File: src/rtl/gcd_controller_if.sv
// rtl/gcd_controller_if.sv - host/DataPath signal bundle for the GCD control unit
interface gcd_controller_if #(
    parameter int CNT_W = 17
);
    // Host request and DataPath status flags
    logic             start;
    logic             ZEQ_Flag;
    logic             LEQ_Flag;

    // DataPath control strobes
    logic             SelectXY;
    logic             loadXR;
    logic             loadYR;
    logic             subFlag;
    logic             swapFlag;

    // Host status
    logic             busy;
    logic             done;
    logic             error;
    logic [CNT_W-1:0] iter_count;

    // Controller side: owns every strobe and status output
    modport master (
        input  start,
        input  ZEQ_Flag,
        input  LEQ_Flag,
        output SelectXY,
        output loadXR,
        output loadYR,
        output subFlag,
        output swapFlag,
        output busy,
        output done,
        output error,
        output iter_count
    );

    // Host/DataPath side: drives the request and the flags
    modport slave (
        output start,
        output ZEQ_Flag,
        output LEQ_Flag,
        input  SelectXY,
        input  loadXR,
        input  loadYR,
        input  subFlag,
        input  swapFlag,
        input  busy,
        input  done,
        input  error,
        input  iter_count
    );
endinterface

File: src/rtl/gcd_controller.sv
// rtl/gcd_controller.sv - Moore control unit for the subtract/swap GCD DataPath
module gcd_controller #(
    parameter int CNT_W    = 17,
    parameter int MAX_ITER = 70000
) (
    input  logic               clk,
    input  logic               rst,
    gcd_controller_if.master   bus
);

    typedef enum logic [2:0] {
        IDLE  = 3'd0,
        LOAD  = 3'd1,
        CHECK = 3'd2,
        SWAP  = 3'd3,
        SUB   = 3'd4,
        DONE  = 3'd5,
        ERR   = 3'd6
    } state_t;

    localparam logic [CNT_W-1:0] MaxIter = CNT_W'(MAX_ITER);

    state_t           state;
    state_t           nextState;
    logic [CNT_W-1:0] iterCount;

    logic selectXY;
    logic loadXR;
    logic loadYR;
    logic subFlag;
    logic swapFlag;
    logic busy;
    logic done;
    logic error;

    // State register; reset returns to IDLE from anywhere, including mid-run
    always_ff @(posedge clk) begin
        if (rst) begin
            state <= IDLE;
        end else begin
            state <= nextState;
        end
    end

    // Operation counter: cleared on LOAD, bumped on each swap/sub, held otherwise.
    // The CHECK state never issues an op once the limit is reached, so the
    // saturation guard only protects against a counter wrap.
    always_ff @(posedge clk) begin
        if (rst) begin
            iterCount <= '0;
        end else begin
            case (state)
                LOAD:      iterCount <= '0;
                SWAP, SUB: begin
                    if (iterCount != MaxIter) begin
                        iterCount <= iterCount + 1'b1;
                    end
                end
                default:   iterCount <= iterCount;
            endcase
        end
    end

    // Next-state decode; flag priority in CHECK is ZEQ, then timeout, then LEQ
    always_comb begin
        nextState = state;
        case (state)
            IDLE: begin
                if (bus.start) begin
                    nextState = LOAD;
                end
            end
            LOAD:  nextState = CHECK;
            CHECK: begin
                if (bus.ZEQ_Flag) begin
                    nextState = DONE;
                end else if (iterCount == MaxIter) begin
                    nextState = ERR;
                end else if (bus.LEQ_Flag) begin
                    nextState = SWAP;
                end else begin
                    nextState = SUB;
                end
            end
            SWAP:    nextState = CHECK;
            SUB:     nextState = CHECK;
            DONE:    nextState = IDLE;
            ERR:     nextState = IDLE;
            default: nextState = IDLE;
        endcase
    end

    // Output decode purely from the registered state (no start-to-output path)
    always_comb begin
        selectXY = 1'b0;
        loadXR   = 1'b0;
        loadYR   = 1'b0;
        subFlag  = 1'b0;
        swapFlag = 1'b0;
        busy     = 1'b0;
        done     = 1'b0;
        error    = 1'b0;
        case (state)
            LOAD: begin
                selectXY = 1'b1;
                loadXR   = 1'b1;
                loadYR   = 1'b1;
                busy     = 1'b1;
            end
            CHECK: begin
                busy     = 1'b1;
            end
            SWAP: begin
                swapFlag = 1'b1;
                loadXR   = 1'b1;
                loadYR   = 1'b1;
                busy     = 1'b1;
            end
            SUB: begin
                subFlag  = 1'b1;
                loadXR   = 1'b1;
                busy     = 1'b1;
            end
            DONE: begin
                done     = 1'b1;
            end
            ERR: begin
                error    = 1'b1;
            end
            default: begin
                busy     = 1'b0;
            end
        endcase
    end

    assign bus.SelectXY   = selectXY;
    assign bus.loadXR     = loadXR;
    assign bus.loadYR     = loadYR;
    assign bus.subFlag    = subFlag;
    assign bus.swapFlag   = swapFlag;
    assign bus.busy       = busy;
    assign bus.done       = done;
    assign bus.error      = error;
    assign bus.iter_count = iterCount;

endmodule
File: src/flat_wrapper.sv
// flat-port wrapper written by rule: the top's interface ports become plain ports
module gcd_controller_flat 
#(
    parameter int CNT_W    = 17,
    parameter int MAX_ITER = 70000
)
  (clk, rst, bus_start, bus_ZEQ_Flag, bus_LEQ_Flag, bus_SelectXY, bus_loadXR, bus_loadYR, bus_subFlag, bus_swapFlag, bus_busy, bus_done, bus_error, bus_iter_count);
  gcd_controller_if #(.CNT_W(CNT_W)) bus_i ();
  input  logic clk;
  input  logic rst;
  input wire logic [$bits(bus_i.start)-1:0] bus_start;
  input wire logic [$bits(bus_i.ZEQ_Flag)-1:0] bus_ZEQ_Flag;
  input wire logic [$bits(bus_i.LEQ_Flag)-1:0] bus_LEQ_Flag;
  output wire logic [$bits(bus_i.SelectXY)-1:0] bus_SelectXY;
  output wire logic [$bits(bus_i.loadXR)-1:0] bus_loadXR;
  output wire logic [$bits(bus_i.loadYR)-1:0] bus_loadYR;
  output wire logic [$bits(bus_i.subFlag)-1:0] bus_subFlag;
  output wire logic [$bits(bus_i.swapFlag)-1:0] bus_swapFlag;
  output wire logic [$bits(bus_i.busy)-1:0] bus_busy;
  output wire logic [$bits(bus_i.done)-1:0] bus_done;
  output wire logic [$bits(bus_i.error)-1:0] bus_error;
  output wire logic [$bits(bus_i.iter_count)-1:0] bus_iter_count;
  assign bus_i.start = bus_start;
  assign bus_i.ZEQ_Flag = bus_ZEQ_Flag;
  assign bus_i.LEQ_Flag = bus_LEQ_Flag;
  assign bus_SelectXY = bus_i.SelectXY;
  assign bus_loadXR = bus_i.loadXR;
  assign bus_loadYR = bus_i.loadYR;
  assign bus_subFlag = bus_i.subFlag;
  assign bus_swapFlag = bus_i.swapFlag;
  assign bus_busy = bus_i.busy;
  assign bus_done = bus_i.done;
  assign bus_error = bus_i.error;
  assign bus_iter_count = bus_i.iter_count;
  gcd_controller #(.CNT_W(CNT_W), .MAX_ITER(MAX_ITER)) u_core (.clk(clk), .rst(rst), .bus(bus_i));
endmodule
File: config.mk
export PLATFORM = sky130hd
export DESIGN_NAME = gcd_controller_flat
export DESIGN_NICKNAME = d
export VERILOG_FILES = /design/src/rtl/gcd_controller_if.sv /design/src/rtl/gcd_controller.sv /design/src/flat_wrapper.sv
export SDC_FILE = /design/constraint.sdc
export NUM_CORES = 1
export LEC_CHECK = 0
export CAP_MARGIN = 20
export CELL_PAD_IN_SITES_DETAIL_PLACEMENT = 2
export CELL_PAD_IN_SITES_GLOBAL_PLACEMENT = 2
export CORE_MARGIN = 5
export CORE_UTILIZATION = 29
export DETAILED_ROUTE_END_ITERATION = 8
export PLACE_DENSITY = 0.83
export SETUP_SLACK_MARGIN = 0.4
export SYNTH_ARGS = -nofsm -noshare
export SYNTH_HDL_FRONTEND = slang
export SYNTH_SLANG_ARGS = --single-unit
File: constraint.sdc
create_clock -name clk -period 3.3 [get_ports clk]
set_input_delay 0.66 -clock clk [delete_from_list [all_inputs] [get_ports clk]]
set_output_delay 0.66 -clock clk [all_outputs]
set_load 0.1 [all_outputs]
Yosys cells after proc, flatten, opt, wreduce, memory -nomap -nowiden
Cells that the tools add are included.
Widths: inputs -> output; s select.
{"block": "classes", "addsub": 1, "eq_ne": 10, "mux": 15, "n_reduce_logical": 7}
{"operator": "$pmux 17 s2", "count": 1}
{"operator": "$add 17x1->17 const B", "count": 1}
{"operator": "$eq 17x17->1 const B", "count": 1}
{"operator": "$mux 17", "count": 1}
{"operator": "$ne 17x17->1 const B", "count": 1}
{"operator": "$mux 3", "count": 4}
{"operator": "$eq 3x3->1 const B", "count": 3}
{"operator": "$pmux 3 s3", "count": 1}
{"operator": "$mux 1", "count": 8}
{"operator": "$eq 3x2->1 const B", "count": 2}
{"operator": "$reduce_or 2->1", "count": 2}
{"operator": "$reduce_or 4->1", "count": 1}
{"operator": "$eq 3x1->1 const B", "count": 1}
{"operator": "$logic_not 3->1", "count": 1}
{"operator": "$reduce_or 3->1", "count": 1}
{"operator": "$ne 2x1->1 const B", "count": 1}
{"operator": "$ne 2x2->1 const B", "count": 1}
{"operator": "$reduce_and 2->1", "count": 1}
{"operator": "$reduce_bool 2->1", "count": 1}
{"block": "word_totals", "reg_bits": 20, "in_bits": 5, "out_inout_bits": 25, "elab_cells": 35}

Depth between registers and ports, before layout
{"block": "depth", "ltp_word": 4, "ltp_mapped": 7, "ltp_nobuf": 6}

Least setup slack after synthesis
Ideal clock, no wire load.
{"block": "synth_path", "kind": "flip-flop to flip-flop", "start": "reg u_core.state[0]", "end": "reg u_core.iterCount[3], in the netlist u_core.bus.iter_count[3]", "setup_ps": 128, "arrival_time_ps": 3545, "required_time_ps": 3172, "setup_slack_ps": -373, "path_stages_with_launch": 7, "synth_period_minus_slack_ps": 3673, "cell_sequence": "dfxtp_1 > inv_1 > nor3_1 > or2_2 > clkbuf_1 > clkbuf_1 > nor2_1"}
{"block": "synth_via", "elab_chain_cells": 4, "word_cells_on_any_way": 8, "cone_classes": "eq/ne: 4; mux: 1; reduce/logical: 3"}
{"item": "from (decl)", "line_no": "gcd_controller.sv:23", "source": "state_t state;"}
{"item": "from (signal assigned)", "line_no": "gcd_controller.sv:41", "source": "state <= nextState;"}
{"item": "$eq 3x2->1 / $eq 3x3->1 (equally long branches)", "line_no": "gcd_controller.sv:52", "source": "case (state)"}
{"item": "$reduce_or 2->1", "line_no": "gcd_controller.sv:52"}
{"item": "$ne 2x1->1 (no line) / $reduce_bool 2->1 (equally long branches)"}
{"item": "$reduce_and 2->1 (no line)"}
{"item": "to (signal assigned)", "line_no": "gcd_controller.sv:56", "source": "iterCount <= iterCount + 1'b1;"}
{"item": "to (signal assigned)", "line_no": "gcd_controller.sv:59", "source": "default: iterCount <= iterCount;"}
{"item": "to (decl)", "line_no": "gcd_controller.sv:25", "source": "logic [CNT_W-1:0] iterCount;"}
Parallel ways exist; a longest one is shown, timed or not.
A chain may end at the register's enable or synchronous reset.

Worst setup path in the final report
{"block": "layout_path", "start": "reg u_core.state[2]", "end": "out bus_subFlag"}
{"block": "layout_via", "elab_chain_cells": 2}
{"item": "$eq 3x3->1", "line_no": "gcd_controller.sv:103", "source": "case (state)"}
{"item": "$mux 1", "line_no": "gcd_controller.sv:103"}
{"item": "to (decl)", "line_no": "flat_wrapper.sv:17", "source": "output wire logic [$bits(bus_i.subFlag)-1:0] bus_subFlag;"}
No other way between the ends.

==> impl_metrics.ini <==
[grt]
grt_use_met3 = 0.0341
grt_util_all_layers = 0.147
antenna_found_initial = 0
grt_overflow = 0
met1_usage = 0.180
grt_pass1_vias = 1229
grt_pass1_wl_um = 6040
gr-usage-met2 = 0.265
grt_max_degree = 16
top_usage_layer = met2

[yosys]
syn-num-nets = 132
synth_flop_cell = dfxtp_1
netlist_area_um2 = 1060
async_flop_share = 0
syn_inst = 125
yosys.cell_types.count = 34
ys_ff_latch = 20
yosysTopAreaCellShare = 0.376
synth_edf_count = 0
yosys_warnings = 0
post_synth.cell_area_avg_um2 = 8.51
seq_area_frac_synth = 0.376
ys_top_cells_by_area = dfxtp_1 38%, a21oi_1 6.1%, or3_1 4.7%
yosysTopAreaCell = dfxtp_1

[timing]
fmax_mhz = 409
setup_viol = 0
finalCritPeriodShare = 0.742
rsz0062_at_grt = no
worst_pin_slew_ps = 662
slew_violations = 0
whs_ps = 517
skew_ps = 6.56
hold_violations = 0
max_slew_margin = 0.547
final.min_clock_period_ps = 2450
fin_setup_tns_ps = 0

[power_and_ir_drop]
peakVddDrop_mv = 0.139
pwr-share-seq = 0.474
switchingPower_w = 0.000154
powerDensity_nw_per_um2 = 381
combinationalPowerShare = 0.164
p_leak_nw = 0.517
p_int_w = 0.000370
p_clk_frac = 0.362
finalPower_w = 0.000524
sw_frac_of_total = 0.295

[layout]
fillers = 431
layout-drive-gt1-share = 0.229
design_area_um2 = 1380
diodes = 0
multi_input_area_um2 = 602
regArea_um2 = 400
nets = 161
areaGrowthSynthToFinish_pct = 29.3

[worst_setup_path]
arrival_ps = 1790
end_kind = output pin
critPathKind = reg -> out
r2r-end = u_core.bus.iter_count[5]
ff2ff_setup_slack_ps = 1240
reg2regPathDepth = 4
start_kind = flip-flop
cp.required_ps = 2640
path_max_fanout = 10
rr_startpoint = u_core.state[2]

[clock_tree]
numCtsBuffers = 3
worstSkewPairLatency_ps = 260
cts-htree-levels = 1
cts_tree = yes
cts_root_buffer = clkbuf_8
cts-resized-gates = 0
cts_sinks = 20
clk_path_buf_depth = 2
clk_pin_slew_worst_paths_ps = 80
cts_hold_buf = 0
cts_setup_buffers = 0

[detailed_routing]
num_vias = 1078
drt_iter0_drc = 41
ant_nets = 0
firstDrtPassIters = 4
routed_wl_um = 3390
wl_per_cell_um = 16.9
drc = 0
vias_per_cell = 5.36

[hold_path]
worstHoldStart = u_core.bus.iter_count[16]
hold_end = u_core.bus.iter_count[16]
hold_class = reg -> reg
holdPathStages = 2

[floorplan]
io_pins = 30
core_um2 = 3610
die_h_um = 70.6
die_area_um2 = 4980
rows = 22
die_w_um = 70.6
initial_core_util = 0.295

[flow_run]
maxCapViolations = 0

[status]
outcome = completed

[placement]
placed_area_um2 = 1320
dp_hpwl_um = 2670
portBuffers = 29
place_congestion = 0.755
## power groups by stage
stage / sequential, W / combinational (W) / clock (W)
3_5_place_dp: 0.000254 / 0.0000866 / 0
4_1_cts: 0.000249 / 0.0000871 / 0.000197
2_1_floorplan: 0.000255 / 0.0000663 / 0
3_3_place_gp: 0.000254 / 0.0000853 / 0
5_1_grt: 0.000250 / 0.0000906 / 0.000209
6_report: 0.000249 / 0.0000858 / 0.000190
## final cells by class
type | instances | area share
tap | 48 | 0.0437
timing repair buffer | 29 | 0.166
multi-input combinational | 92 | 0.438
inverter | 8 | 0.0218
clock buffer | 4 | 0.0400
sequential | 20 | 0.291
## how the worst max path moves through the flow
stage                     from          end  slack [ps]  depth (start not counted)
2_1_floorplan  u_core.state[1]     bus_busy         600                          3
3_3_place_gp   u_core.state[2]  bus_subFlag        1220                          3
3_5_place_dp   u_core.state[2]  bus_subFlag        1140                          3
4_1_cts        u_core.state[2]  bus_subFlag         850                          3
5_1_grt        u_core.state[2]  bus_subFlag         750                          3
6_report       u_core.state[2]  bus_subFlag         850                          3
## Yosys cell counts, types with 3 or more instances
cell type / count
nor2_1: 9
or3_1: 8
buf_6: 3
nand4_1: 4
nand2_1: 5
inv_1: 8
a2111oi_0: 3
a21oi_1: 13
xnor2_1: 5
a211o_1: 3
o21ai_0: 9
dfxtp_1: 20
nand3_1: 7
## layer usage
metal | wire (µm) | part of all wire
met1 | 1540 | 0.45
met4 | 14 | 0.0041
met2 | 1700 | 0.50
met5 | 0 | 0
met3 | 138 | 0.041
## registers in the layout (all words and copies together), names as in the netlist
name and count:
u_core.bus.iter_count 17, u_core.state 3
## logic make-up (layout without fill, tap and decap cells)
family                   Yosys count  after routing  synth area share
buffers and inverters             13             41            0.0671
adder cells (fa/ha/maj)            2              2            0.0235
XOR/XNOR                           7              7            0.0576
flip-flops                        20             20             0.376
AND/OR/NAND/NOR                   46             46             0.253
AO/OA/AOI/OAI                     37             37             0.222
## critical path, cell delays in order (launching register included)
cell,delay (ps)
dfxtp_1,510
or3b_1,540
inv_1,170
buf_4,310
## stage by stage
stage               worst slack [ps]  utilization  cells
floorplan                        603            -    125
global placement                1220        0.366    197
detailed placement              1140        0.366    197
CTS                              854        0.381    201
global route                     750        0.381    201
finish                           853        0.381    201
## placed cells by master, fill, tap and decap left out, drive strengths merged
master / n
o2111ai: 2
nand3b: 1
o21ai: 9
a211oi: 1
and4b: 1
clkbuf: 4
and2b: 1
ha: 2
nor3b: 1
nand3: 7
nor3: 1
nand2: 5
inv: 8
and4: 2
o211ai: 1
nand4: 4
a21oi: 13
nor2: 9
or3b: 1
nor4bb: 1
xnor2: 5
a41o: 1
a211o: 4
or3: 8
xor2: 2
a2111oi: 3
nor4b: 2
clkdlybuf4s50: 4
a311oi: 1
buf: 25
and3: 1
a31oi: 2
or2: 1
dfxtp: 20
No activity file was read; power rests on OpenSTA's default activity.
